### src/rtl/rvfi_mon_pkg.sv
// Shared types and combinational helpers for the RVFI retirement monitor.
// State encodings, saturating add, and lane popcount / prefix checks.
package rvfi_mon_pkg;

    localparam int ORDER_W  = 64;
    localparam int LANE_MAX = 32;

    typedef logic [1:0] state_t;

    localparam state_t HOLD    = 2'd0;
    localparam state_t RUN     = 2'd1;
    localparam state_t DONE    = 2'd2;
    localparam state_t STALLED = 2'd3;

    // Adds without wrapping: anything above max_val is pinned to max_val.
    function automatic logic [63:0] sat_add(input logic [63:0] a,
                                            input logic [63:0] b,
                                            input logic [63:0] max_val);
        logic [64:0] sum;
        sum = {1'b0, a} + {1'b0, b};
        if (sum > {1'b0, max_val}) begin
            sat_add = max_val;
        end else begin
            sat_add = sum[63:0];
        end
    endfunction

    function automatic logic [5:0] popcount(input logic [LANE_MAX-1:0] v);
        popcount = '0;
        for (int i = 0; i < LANE_MAX; i++) begin
            popcount = popcount + {5'd0, v[i]};
        end
    endfunction

    // True when the set bits form a contiguous run starting at bit 0 (or none).
    function automatic logic is_prefix(input logic [LANE_MAX-1:0] v);
        is_prefix = ((v + 32'd1) & v) == 32'd0;
    endfunction

endpackage

### src/rtl/rvfi_sat_counter.sv
// Saturating up-counter; exposes the next value so callers can act on
// the post-update count in the same cycle.
module rvfi_sat_counter
    import rvfi_mon_pkg::*;
#(
    parameter int WIDTH = 8,
    parameter int INC_W = 1
) (
    input  logic             clock,
    input  logic             resetn,
    input  logic [INC_W-1:0] inc,
    output logic [WIDTH-1:0] count,
    output logic [WIDTH-1:0] count_next
);

    localparam logic [63:0] MAX_VAL = (64'd1 << WIDTH) - 64'd1;

    always_comb begin
        count_next = WIDTH'(sat_add(64'(count), 64'(inc), MAX_VAL));
    end

    always_ff @(posedge clock or negedge resetn) begin
        if (!resetn) begin
            count <= '0;
        end else begin
            count <= count_next;
        end
    end

endmodule

### src/rtl/rvfi_retire_monitor.sv
// RVFI retirement monitor: sequences core reset, counts retirements, checks order
// continuity, flags stalls. Define RVFI_RETIRE_MONITOR_FORMAL_EN for cover/assert statements.
module rvfi_retire_monitor
    import rvfi_mon_pkg::*;
#(
    parameter int NRET        = 1,
    parameter int RESET_DEPTH = 10,
    parameter int CNT_W       = 8,
    parameter int NTARGET     = 4,
    parameter int WDOG_CYCLES = 64
) (
    input  logic                    clock,
    input  logic                    resetn,
    output logic                    dut_reset,
    input  logic [NRET-1:0]         rvfi_valid,
    input  logic [NRET*ORDER_W-1:0] rvfi_order,
    input  logic [NRET-1:0]         rvfi_trap,
    output logic [CNT_W-1:0]        insn_count,
    output logic [CNT_W-1:0]        cycle_count,
    output logic [CNT_W-1:0]        trap_count,
    output logic [NTARGET-1:0]      cov_hit,
    output logic                    order_err,
    output logic                    stall,
    output logic                    done,
    output state_t                  fsm_state
);

    localparam int WDOG_W = $clog2(WDOG_CYCLES + 1);

    state_t               state;
    state_t               state_next;
    logic                 active;
    logic [5:0]           n_ret;
    logic [5:0]           n_trap;
    logic [CNT_W-1:0]     insn_next;
    logic [CNT_W-1:0]     cycle_next;
    logic [CNT_W-1:0]     trap_next;
    logic [ORDER_W-1:0]   exp_order;
    logic                 lane_err;
    logic [WDOG_W-1:0]    wdog;
    logic [WDOG_W-1:0]    wdog_next;
    logic                 wdog_expire;
    logic [NTARGET-1:0]   cov_next;

    // Retirement strobes are meaningless while the core is still held in reset.
    assign active = (state != HOLD);

    always_comb begin
        n_ret  = '0;
        n_trap = '0;
        if (active) begin
            n_ret  = popcount(LANE_MAX'(rvfi_valid));
            n_trap = popcount(LANE_MAX'(rvfi_valid & rvfi_trap));
        end
    end

    rvfi_sat_counter #(.WIDTH(CNT_W), .INC_W(1)) u_cycle_cnt (
        .clock      (clock),
        .resetn     (resetn),
        .inc        (1'b1),
        .count      (cycle_count),
        .count_next (cycle_next)
    );

    rvfi_sat_counter #(.WIDTH(CNT_W), .INC_W(6)) u_insn_cnt (
        .clock      (clock),
        .resetn     (resetn),
        .inc        (n_ret),
        .count      (insn_count),
        .count_next (insn_next)
    );

    rvfi_sat_counter #(.WIDTH(CNT_W), .INC_W(6)) u_trap_cnt (
        .clock      (clock),
        .resetn     (resetn),
        .inc        (n_trap),
        .count      (trap_count),
        .count_next (trap_next)
    );

    always_comb begin
        lane_err = 1'b0;
        if (active) begin
            if (!is_prefix(LANE_MAX'(rvfi_valid))) begin
                lane_err = 1'b1;
            end
            for (int i = 0; i < NRET; i++) begin
                if (rvfi_valid[i] &&
                    (rvfi_order[ORDER_W*i +: ORDER_W] != exp_order + ORDER_W'(i))) begin
                    lane_err = 1'b1;
                end
            end
        end
    end

    // Watchdog only runs in RUN; DONE and STALLED freeze it.
    always_comb begin
        wdog_next   = wdog;
        wdog_expire = 1'b0;
        if (state == HOLD || n_ret != 6'd0) begin
            wdog_next = '0;
        end else if (state == RUN) begin
            wdog_next   = wdog + WDOG_W'(1);
            wdog_expire = (32'(wdog_next) >= WDOG_CYCLES);
        end
    end

    always_comb begin
        state_next = state;
        case (state)
            HOLD: begin
                if (cycle_count == CNT_W'(RESET_DEPTH)) begin
                    state_next = RUN;
                end
            end
            RUN: begin
                if (wdog_expire) begin
                    state_next = STALLED;
                end else if (32'(insn_next) >= NTARGET) begin
                    state_next = DONE;
                end
            end
            default: state_next = state;
        endcase
    end

    always_comb begin
        cov_next = cov_hit;
        for (int k = 0; k < NTARGET; k++) begin
            if (32'(insn_next) >= k + 1) begin
                cov_next[k] = 1'b1;
            end
        end
    end

    always_ff @(posedge clock or negedge resetn) begin
        if (!resetn) begin
            state     <= HOLD;
            dut_reset <= 1'b1;
            exp_order <= '0;
            order_err <= 1'b0;
            stall     <= 1'b0;
            cov_hit   <= '0;
            wdog      <= '0;
        end else begin
            state     <= state_next;
            dut_reset <= (state_next == HOLD);
            exp_order <= exp_order + ORDER_W'(n_ret);
            order_err <= order_err | lane_err;
            stall     <= stall | wdog_expire;
            cov_hit   <= cov_next;
            wdog      <= wdog_next;
        end
    end

    assign done      = (32'(insn_count) >= NTARGET);
    assign fsm_state = state;

`ifdef RVFI_RETIRE_MONITOR_FORMAL_EN
    always @(posedge clock) begin
        if (resetn) begin
            for (int k = 0; k < NTARGET; k++) begin
                cover (cov_hit[k]);
            end
            cover (done);
            assert (!order_err);
            assert (!stall);
        end
    end
`endif

endmodule

### config.mk
export PLATFORM = sky130hd
export DESIGN_NAME = rvfi_retire_monitor
export DESIGN_NICKNAME = d
export VERILOG_FILES = /design/src/rtl/rvfi_mon_pkg.sv /design/src/rtl/rvfi_sat_counter.sv /design/src/rtl/rvfi_retire_monitor.sv
export SDC_FILE = /design/constraint.sdc
export NUM_CORES = 1
export LEC_CHECK = 0
export CORE_UTILIZATION = 30
export DETAILED_ROUTE_END_ITERATION = 12
export GPL_ROUTABILITY_DRIVEN = 0
export SYNTH_ARGS = -nofsm -noshare
export SYNTH_HDL_FRONTEND = slang
export SYNTH_HIERARCHICAL = 1
export SYNTH_SLANG_ARGS = --single-unit
### constraint.sdc
create_clock -name clock -period 6.6 [get_ports clock]
set_input_delay 1.32 -clock clock [delete_from_list [all_inputs] [get_ports clock]]
set_output_delay 1.32 -clock clock [all_outputs]
set_load 0.05 [all_outputs]
==> results.yml <==
clock_network:
  tritoncts: "yes"
  clkTransAtPathRegs_ns: 0.07
  htreeDepth: 3
  cts_made_buffers: 9
  clk-insertion-delay-late_ns: 0.35
  clkSinkCount: 104
  root_buffer: "clkbuf_16"
  cts_setup_buffers: 0
  ctsHoldBuffers: 0
  cts_buffer_depth: 2
  cts_resized: 0
global_routing:
  grt_pass1_wl_mm: 24.0
  grt_start_max_net_pins: 57
  grt_overflow: 0
  antenna_found_initial: 0
  groute.usage.overall_pct: 15.4
  grt_pass1_vias: 4457
yosys:
  async_flop_share_pct: 100
  netlist_instances: 592
  synth_edf_count: 0
  synth_top_family_by_area: "simple AND/OR/NAND/NOR gates"
  synth_warnings: 6
  yosysUniqueCellTypes: 59
  synth_area_um2: 6020
  avgSynthCellArea_um2: 10.2
  ys_ff_latch: 104
  netlist_top_cells_count: "103 x dfrtp_1, 91 x xnor2_1, 49 x nand2_1"
  synth-xor-area-share_pct: 19.7
  netlist.area_leader.share_pct: 42.8
  synth_area_leaders: "dfrtp_1 43%, xnor2_1 13%, xor2_1 6.4%, nand4_1 3.6%, ha_1 3.5%"
  yosysMostFrequentCell: "dfrtp_1"
  synth_ff_type: "dfrtp_1"
  seq_area_frac_synth_pct: 43.3
  synthAdderAreaFrac_pct: 4.20
  yosys-mux-area-fraction_pct: 0.374
  synth_compound_area_share_pct: 5.45
  synth-simple-area-share_pct: 24.9
  yosys.area.top_type: "dfrtp_1"
floorplan:
  die_h_um: 144
  io_pins: 102
  core_um2: 19600
  rows: 51
  die_area_um2: 20600
  initial_core_util_pct: 30.7
  fp.dieW_um: 144
sta:
  post-route-period-util_pct: 63.2
  layout_min_cycle_time_ns: 4.17
  setup_ws_ns: 2.43
  drv_slew: 0
  slew_headroom_pct: 51.2
  timing.setup.tns_ns: 0
  fin_skew_ns: 0.0101
  setup_viol: 0
  tightest_slew_ns: 0.731
  finalHoldViolCount: 0
  holdWs_ns: 0.465
  fmax_mhz: 240
  rsz0062_at_grt: "false"
critical_path:
  crit_type: "in2reg"
  startpoint_type: "primary input"
  end_kind: "flop"
  max_stage_delay_ns: 0.55
  worstPathArrival_ns: 4.38
  crit_chain: "clkdlybuf4s50_1 -> nor2b_1 -> ha_1 -> fa_1 -> and3_4 -> o21ai_2 -> a21oi_2 -> nand2b_1 -> nor4_1 -> nand2_1 -> or4_1"
  critPathMaxFanout: 9
  crit_required_ns: 6.81
  critPathSlowestCell: "clkdlybuf4s50_1"
cells_and_area:
  drive_above_1_share_pct: 7.89
  finalNonFillerCells: 975
  layout-area-overhead-vs-synth_pct: 27.4
  final_nets: 792
  antenna-diode-count: 0
power:
  p_int_mw: 1.40
  p_switching_mw: 0.855
  power.sequential.fraction_pct: 37.2
  power.leakage_nw: 3.11
  clockPowerShare_pct: 25.1
  peakVddDrop_v: 0.000250
  swShare_pct: 38.0
  total_power_mw: 2.25
  combPwrFrac_pct: 37.6
  powerDensity_nw_per_um2: 294
placement:
  placed_cells: 959
  post-place-ws_ns: 2.06
  io_buffers: 101
  post-dp-hpwl_mm: 11.7
drt:
  dr.pass1.iters: 5
  vias_per_cell: 4.72
  ant_nets: 0
  wire_per_inst_um: 15.5
  totalWireLength_mm: 15.1
  via_count: 4603
  drc: 0
  drt_iter0_drc: 265
hold_path:
  hold_class: "reg2reg"
job:
  max_cap_violations: 0
outcome:
  status: "complete, no violations"
==> per-stage QoR <==
stage / cell area [µm²] / util [%]
after floorplan: 6060 / -
after global placement: 7350 / 37.5
after detailed placement: 7350 / 37.5
after CTS: 7660 / 39.1
after global routing: 7660 / 39.1
final: 7660 / 39.1
==> power groups by stage <==
stage | registers [mW] | clock network (mW) | logic, mW
2_1_floorplan | 1.04 | 0 | 0.367
3_3_place_gp | 0.852 | 0 | 0.844
3_5_place_dp | 0.852 | 0 | 0.848
4_1_cts | 0.840 | 0.583 | 0.852
5_1_grt | 0.859 | 0.608 | 0.917
6_report | 0.838 | 0.566 | 0.848
==> logic make-up after synthesis <==
logic type | count (synthesis)
muxes | 2
and+or+nand+nor | 259
other | 2
adders and majority gates | 19
xor gates and xnor gates | 135
AOI/OAI and AO/OA | 43
DFF | 104
buffers and inverters | 28
==> critical path: cells and delay by family <==
family	cells	cell delay [ns]
buffers and inverters	1	0.55
adder cells (fa/ha/maj)	2	0.68
AND/OR/NAND/NOR	6	1.50
AO/OA/AOI/OAI	2	0.33
==> flip-flops by register name, indices dropped and copies added, names as in the netlist <==
signal,count
u_trap_cnt/count,8
wdog,7
u_cycle_cnt/count,8
cov_hit,4
order_err,1
u_insn_cnt/count,8
fsm_state,2
exp_order,64
dut_reset,1
stall,1
==> layer usage <==
layer / vias to the layer above / wire length, µm / GRT usage, % / share of wire [%]
met5: - / 0 / 0 / 0
li1: 2282 / - / - / -
met4: 0 / 299 / 6.05 / 2.0
met2: 111 / 6540 / 22.4 / 43
met1: 2192 / 7590 / 22.6 / 50
met3: 18 / 683 / 2.63 / 4.5
==> area by class of cell <==
| class | count | area [µm²] |
|---|---|---|
| clock buffers | 12 | 267 |
| clock inverters | 4 | 51.3 |
| fillers | 1955 | 11900 |
| inverters | 16 | 60.1 |
| multi-input cells | 472 | 3330 |
| flip-flops and latches | 104 | 2600 |
| well taps | 265 | 332 |
| repair buffers | 102 | 1020 |
==> placed cells by master, fill, tap and decap left out, types with 3 or more instances in the layout <==
cell             netlist  routed
or2_1                  4       4
nor4_2                 3       3
clkdlybuf4s50_1        0     100
dfrtp_1              103     103
nor4_4                 3       3
a21oi_2                4       4
xnor2_1               91      91
clkbuf_8               0       3
nor3_1                23      23
a21oi_1                5       5
conb_1                 2      14
nand4_1               35      35
nor4_1                15      15
o21bai_1               3       3
nand3_1               31      31
inv_1                 16      16
or3_1                  7       7
nand2_1               49      49
nor2_1                44      44
ha_1                  17      17
nor3_2                 5       5
clkbuf_16              0       9
and3_1                 4       4
xor2_1                44      44
nand2b_1               8       8
a21o_1                 7       7
o21ai_0                8       8
==> worst paths after layout <==
check	start	end	slack, ns	cells past startpoint
worst max register to register	fsm_state[1]	cov_hit[0]	3.16	11
max in group asynchronous	resetn	wdog[0]	4.45	2
min in group asynchronous	resetn	exp_order[58]	0.98	1
worst min-delay path	order_err	order_err	0.46	1
worst max-delay path	rvfi_valid	cov_hit[0]	2.43	11
worst min register to register	order_err	order_err	0.46	1
(Power assumes the default switching activity.)
